**src/rtl/vram_arbiter.sv**
```systemverilog
// vram_arbiter: round-robin two-requester VRAM port arbiter with lock, registered strobes and read return routing
module vram_arbiter #(
  parameter int ADDR_W   = 11,
  parameter int DATA_W   = 8,
  parameter int READ_LAT = 1
) (
  input  logic              i_clk,
  input  logic              i_rst,
  input  logic              i_req0,
  input  logic              i_we0,
  input  logic [ADDR_W-1:0] i_addr0,
  input  logic [DATA_W-1:0] i_wdata0,
  input  logic              i_lock0,
  output logic              o_gnt0,
  output logic              o_rvalid0,
  input  logic              i_req1,
  input  logic              i_we1,
  input  logic [ADDR_W-1:0] i_addr1,
  input  logic [DATA_W-1:0] i_wdata1,
  input  logic              i_lock1,
  output logic              o_gnt1,
  output logic              o_rvalid1,
  output logic [DATA_W-1:0] o_rdata,
  output logic [ADDR_W-1:0] o_vram_addr,
  output logic [DATA_W-1:0] o_vram_din,
  input  logic [DATA_W-1:0] i_vram_dout,
  output logic              o_vram_clk,
  output logic              o_vram_ce,
  output logic              o_vram_wre
);
  typedef enum logic [1:0] {NONE, OWN0, OWN1} owner_t;
  owner_t owner, owner_nx;
  logic rr_ptr, acc, sel, sel_we, rel;
  logic [READ_LAT:0] rd_v, rd_id;
  assign o_vram_clk = i_clk;
  always_comb begin
    o_gnt0 = !i_rst && i_req0 && (owner == OWN0 || (owner == NONE && (!i_req1 || !rr_ptr)));
    o_gnt1 = !i_rst && i_req1 && (owner == OWN1 || (owner == NONE && (!i_req0 || rr_ptr)));
    acc = o_gnt0 || o_gnt1;
    sel = o_gnt1;
    sel_we = sel ? i_we1 : i_we0;
    rel = (owner == OWN0 && !i_req0 && !i_lock0) || (owner == OWN1 && !i_req1 && !i_lock1);
    owner_nx = acc ? ((sel ? i_lock1 : i_lock0) ? (sel ? OWN1 : OWN0) : NONE) : rel ? NONE : owner;
  end
  always_ff @(posedge i_clk) begin
    if (i_rst) begin
      owner       <= NONE;
      rr_ptr      <= 1'b0;
      o_vram_ce   <= 1'b0;
      o_vram_wre  <= 1'b0;
      o_vram_addr <= '0;
      o_vram_din  <= '0;
      rd_v        <= '0;
      rd_id       <= '0;
    end else begin
      owner      <= owner_nx;
      o_vram_ce  <= acc;
      o_vram_wre <= acc && sel_we;
      rd_v       <= {rd_v[READ_LAT-1:0], acc && !sel_we};
      rd_id      <= {rd_id[READ_LAT-1:0], sel};
      if (acc) begin
        rr_ptr      <= !sel;
        o_vram_addr <= sel ? i_addr1 : i_addr0;
        o_vram_din  <= sel ? i_wdata1 : i_wdata0;
      end
    end
  end
  assign o_rvalid0 = !i_rst && rd_v[READ_LAT] && !rd_id[READ_LAT];
  assign o_rvalid1 = !i_rst && rd_v[READ_LAT] && rd_id[READ_LAT];
  assign o_rdata   = (o_rvalid0 || o_rvalid1) ? i_vram_dout : '0;
endmodule

```
**config.mk**
```make
export PLATFORM = sky130hd
export DESIGN_NAME = vram_arbiter
export DESIGN_NICKNAME = d
export VERILOG_FILES = /design/src/rtl/vram_arbiter.sv
export SDC_FILE = /design/constraint.sdc
export NUM_CORES = 1
export LEC_CHECK = 0
export CAP_MARGIN = 40
export CORE_MARGIN = 2
export CORE_UTILIZATION = 37
export CTS_CLUSTER_DIAMETER = 40
export DETAILED_ROUTE_END_ITERATION = 7
export MAX_ROUTING_LAYER = met4
export PLACE_DENSITY = 0.8
export SKIP_CTS_REPAIR_TIMING = 1
export SYNTH_ARGS = -nofsm -noshare
export SYNTH_HDL_FRONTEND = slang
export SYNTH_SLANG_ARGS = --single-unit
```
**constraint.sdc**
```tcl
create_clock -name i_clk -period 1.5 [get_ports i_clk]
set_input_delay 0.3 -clock i_clk [delete_from_list [all_inputs] [get_ports i_clk]]
set_output_delay 0.3 -clock i_clk [all_outputs]
set_load 0.03 [all_outputs]
```
==> out/qor.txt <==
RUN STATUS
-------------------------------------------------------------------------------------------------
Violated checks .................................................................... setup timing
Result of the run .................................................................. finished with violations

TIMING
-------------------------------------------------------------------------------------------------
Transition at the pin with the smallest max-transition slack .......................     0.331 ns
Slack of the critical path .........................................................    -0.252 ns
Max_slew headroom ..................................................................        77.9%
Hold Vio Cnt, Final ................................................................            0
Maximum frequency from static timing analysis ......................................      571 MHz
Final setup violation count ........................................................           12
Number of pins with negative max-slew slack in the final report ....................            0
Setup repair after global routing missed its margin ................................         true
Final worst path period share ......................................................         117%
Fin crit period ....................................................................      1.75 ns
Post-Route Skew ....................................................................   0.00687 ns

YOSYS
-------------------------------------------------------------------------------------------------
Yosys top cell area share ..........................................................        39.2%
Library cell occupying the most area in the post-synthesis netlist .................      dfxtp_1
Number of warnings issued by yosys .................................................            0
Syn Inst Count .....................................................................          154
Sequential element share of the synthesized area ...................................        39.2%
Register bit total from synthesis ..................................................           28
Top area cells in the synthesized netlist .......................................... dfxtp_1 (39%), o31ai_1 (8.4%), a31oi_1 (7.4%)
Number of distinct library cell variants in the gate-level netlist after synthesis .           28
Cell area after technology mapping ................................................. 0.00143 sq mm
Avg Synthesized Cell Area ..........................................................   9.29 sq um
Number of nets produced by synthesis ...............................................          208

ROUTING
-------------------------------------------------------------------------------------------------
Initial drt markers ................................................................           69
DRC errors left ....................................................................            0
Vias ...............................................................................        1,614
Via density ........................................................................         5.33
Total routed wirelength ............................................................      4920 um
Routed length per placed instance ..................................................      16.2 um
TritonRoute pass-1 iters ...........................................................            4
Post-detailed-route count of antenna-violating nets ................................            0

FLOW RUN
-------------------------------------------------------------------------------------------------
# Max-Cap Violations ...............................................................            0

LAYOUT
-------------------------------------------------------------------------------------------------
Core Util, Final ...................................................................        71.5%
Layout cell share with drive strength beyond 1 .....................................        28.6%
Final-stage net count ..............................................................          311
Final antenna diode count ..........................................................            0
Most frequent standard cell in the layout excluding fill and tap cells ............. clkdlybuf4s50_1
Final Non-Filler Cells .............................................................          303
Highest-count cells in the layout ignoring fill and taps ........................... clkdlybuf4s50_1 (51), dfxtp_1 (26), dlymetal6s2s_1 (23)
Area growth, synth to finish .......................................................        84.2%

SETUP PATH
-------------------------------------------------------------------------------------------------
Slowest Stage Delay on Critical Path ...............................................      0.40 ns
Buffer and inverter count on the worst path ........................................            1
Required time of the critical path .................................................      1.20 ns
Setup CP Type ......................................................................   reg -> out
Cell type group with the largest total delay on the critical path .................. simple AND/OR/NAND/NOR gates
Cell breakdown of the critical path ................................................ or3b_4, nor2_4, buf_6
Slowest stage cell, crit path ......................................................       or3b_4
Largest fanout of any net on the critical path .....................................            4
Critical Path Sink Type ............................................................   output pin
Startpoint type of the worst setup path ............................................    flip-flop
Arrival time of data at the critical path endpoint .................................      1.45 ns

GRT
-------------------------------------------------------------------------------------------------
Global router's overall resource usage .............................................        20.9%
First-pass GRT wire length .........................................................      6790 um
Gr ovfl total ......................................................................            0
Antenna violations before repair ...................................................            0
Number of global-route vias before repair ..........................................        1,439
Maximum number of pins on one net before global-route repair .......................           19

DIE
-------------------------------------------------------------------------------------------------
Vertical extent of the die .........................................................      66.2 um
Horizontal die dimension ...........................................................      66.2 um
Die Area ........................................................................... 0.00438 sq mm
Std cell rows ......................................................................           22
Area inside the core boundary ...................................................... 0.00369 sq mm
Initial Utilization ................................................................        38.8%
Count of pins on the block boundary ................................................           88

PLACED DESIGN
-------------------------------------------------------------------------------------------------
Total placed cells including tap cells .............................................          293
Total half-perimeter wirelength after legalization and detailed placement ..........      3180 um
RePlAce Congestion .................................................................        0.810
Port Buf Inserts ...................................................................           87

PWR
-------------------------------------------------------------------------------------------------
Highest ir drop seen on vdd ........................................................   0.000384 V
Static leakage .....................................................................      1.30 nW
Power per standard cell area .......................................................  838 mW/mm^2

CTS
-------------------------------------------------------------------------------------------------
TritonCTS clock tree ...............................................................         done
Clock-pin transition on the worst setup and hold timing paths ......................      0.09 ns
Clock latency of the later-clocked register in the worst-skew pair .................      0.38 ns

WORST HOLD PATH
-------------------------------------------------------------------------------------------------
Path class of the lowest-slack min-delay path ......................................    in -> reg

synthesized netlist by cell type:
| library cell | count |
|---|---|
| o31ai_1 | 16 |
| o21ai_2 | 9 |
| buf_8 | 1 |
| a221o_1 | 3 |
| inv_1 | 1 |
| nor2_4 | 1 |
| nand3b_1 | 1 |
| nand2b_1 | 2 |
| a21boi_0 | 1 |
| and3_1 | 2 |
| a31oi_1 | 17 |
| or3b_1 | 2 |
| o21ai_1 | 1 |
| dfxtp_1 | 28 |
| nor2b_1 | 7 |
| and4_1 | 3 |
| clkbuf_2 | 1 |
| o221a_2 | 1 |
| o21ai_0 | 9 |
| buf_4 | 3 |
| and2_1 | 9 |
| buf_6 | 4 |
| buf_2 | 7 |
| nand3_1 | 18 |
| a21oi_1 | 1 |
| nor3b_4 | 2 |
| nor2_1 | 3 |
| a21oi_2 | 1 |
layout make-up:
cell class                 count  area, sq um
multi-input combinational    109          797
sequential                    28          563
clock buffer                   7         87.6
tap                           48         60.1
inverter                       1         3.75
timing repair buffer         110         1120
fill                         289         1050
through the flow:
stage | total power [mW] | hold WS, ns | setup TNS (ns) | setup slack [ns] | area [sq um]
2_1_floorplan | 1.29 | 0.414 | 0 | 0.0664 | 1430
3_3_place_gp | 1.62 | 0.422 | -9.77 | -0.326 | 2360
3_5_place_dp | 1.62 | 0.430 | -10.33 | -0.362 | 2360
4_1_cts | 2.22 | 0.451 | -7.81 | -0.357 | 2440
5_1_grt | 2.30 | 0.278 | -1.36 | -0.297 | 2640
6_report | 2.21 | 0.263 | -0.647 | -0.252 | 2640
path summary, 6_finish.rpt:
path	startpoint	endpoint	slack, ns	cells past startpoint
min reg2reg	rd_v[0]	rd_v[1]	0.45	1
max	owner[0]	o_gnt1	-0.25	3
max reg2reg	owner[0]	o_vram_din[2]	0.12	4
min	i_rst	owner[1]	0.26	3
per-layer routing:
| metal | up-vias | GRT usage, % | routed length [um] |
|---|---|---|---|
| met2 | 79 | 32.6 | 2500 |
| met1 | 745 | 26.4 | 2010 |
| met5 | - | - | 0 |
| li1 | 784 | - | - |
| met4 | 0 | 5.36 | 51 |
| met3 | 6 | 6.30 | 365 |
registers in the layout, summed over array words and instances, names as in the netlist:
signal and count:
o_vram_addr 11, o_vram_din 8, owner 2, rd_id 2, rd_v 2, o_vram_ce 1
o_vram_wre 1, rr_ptr 1
power breakdown:
group	internal [mW]	leakage (nW)	switching, mW	total [mW]
combinational	0.344	1.02	0.334	0.679
sequential	0.807	0.234	0.0348	0.842
clock	0.368	0.0473	0.322	0.690
logic make-up (layout without fill, tap and decap cells):
kind of cell | after synthesis | count (layout) | synth area share [%]
DFF | 28 | 28 | 39.2
and+or+nand+nor | 50 | 50 | 22.8
buffers and inverters | 17 | 118 | 8.83
AOI/OAI and AO/OA | 59 | 59 | 29.2
worst min-delay path: cells and delay by family:
| kind | cells | cell delay [ns] |
|---|---|---|
| buffers and inverters | 2 | 0.26 |
| AOI/OAI and AO/OA | 1 | 0.04 |
Note: power is estimated with default switching activity, not from simulation.
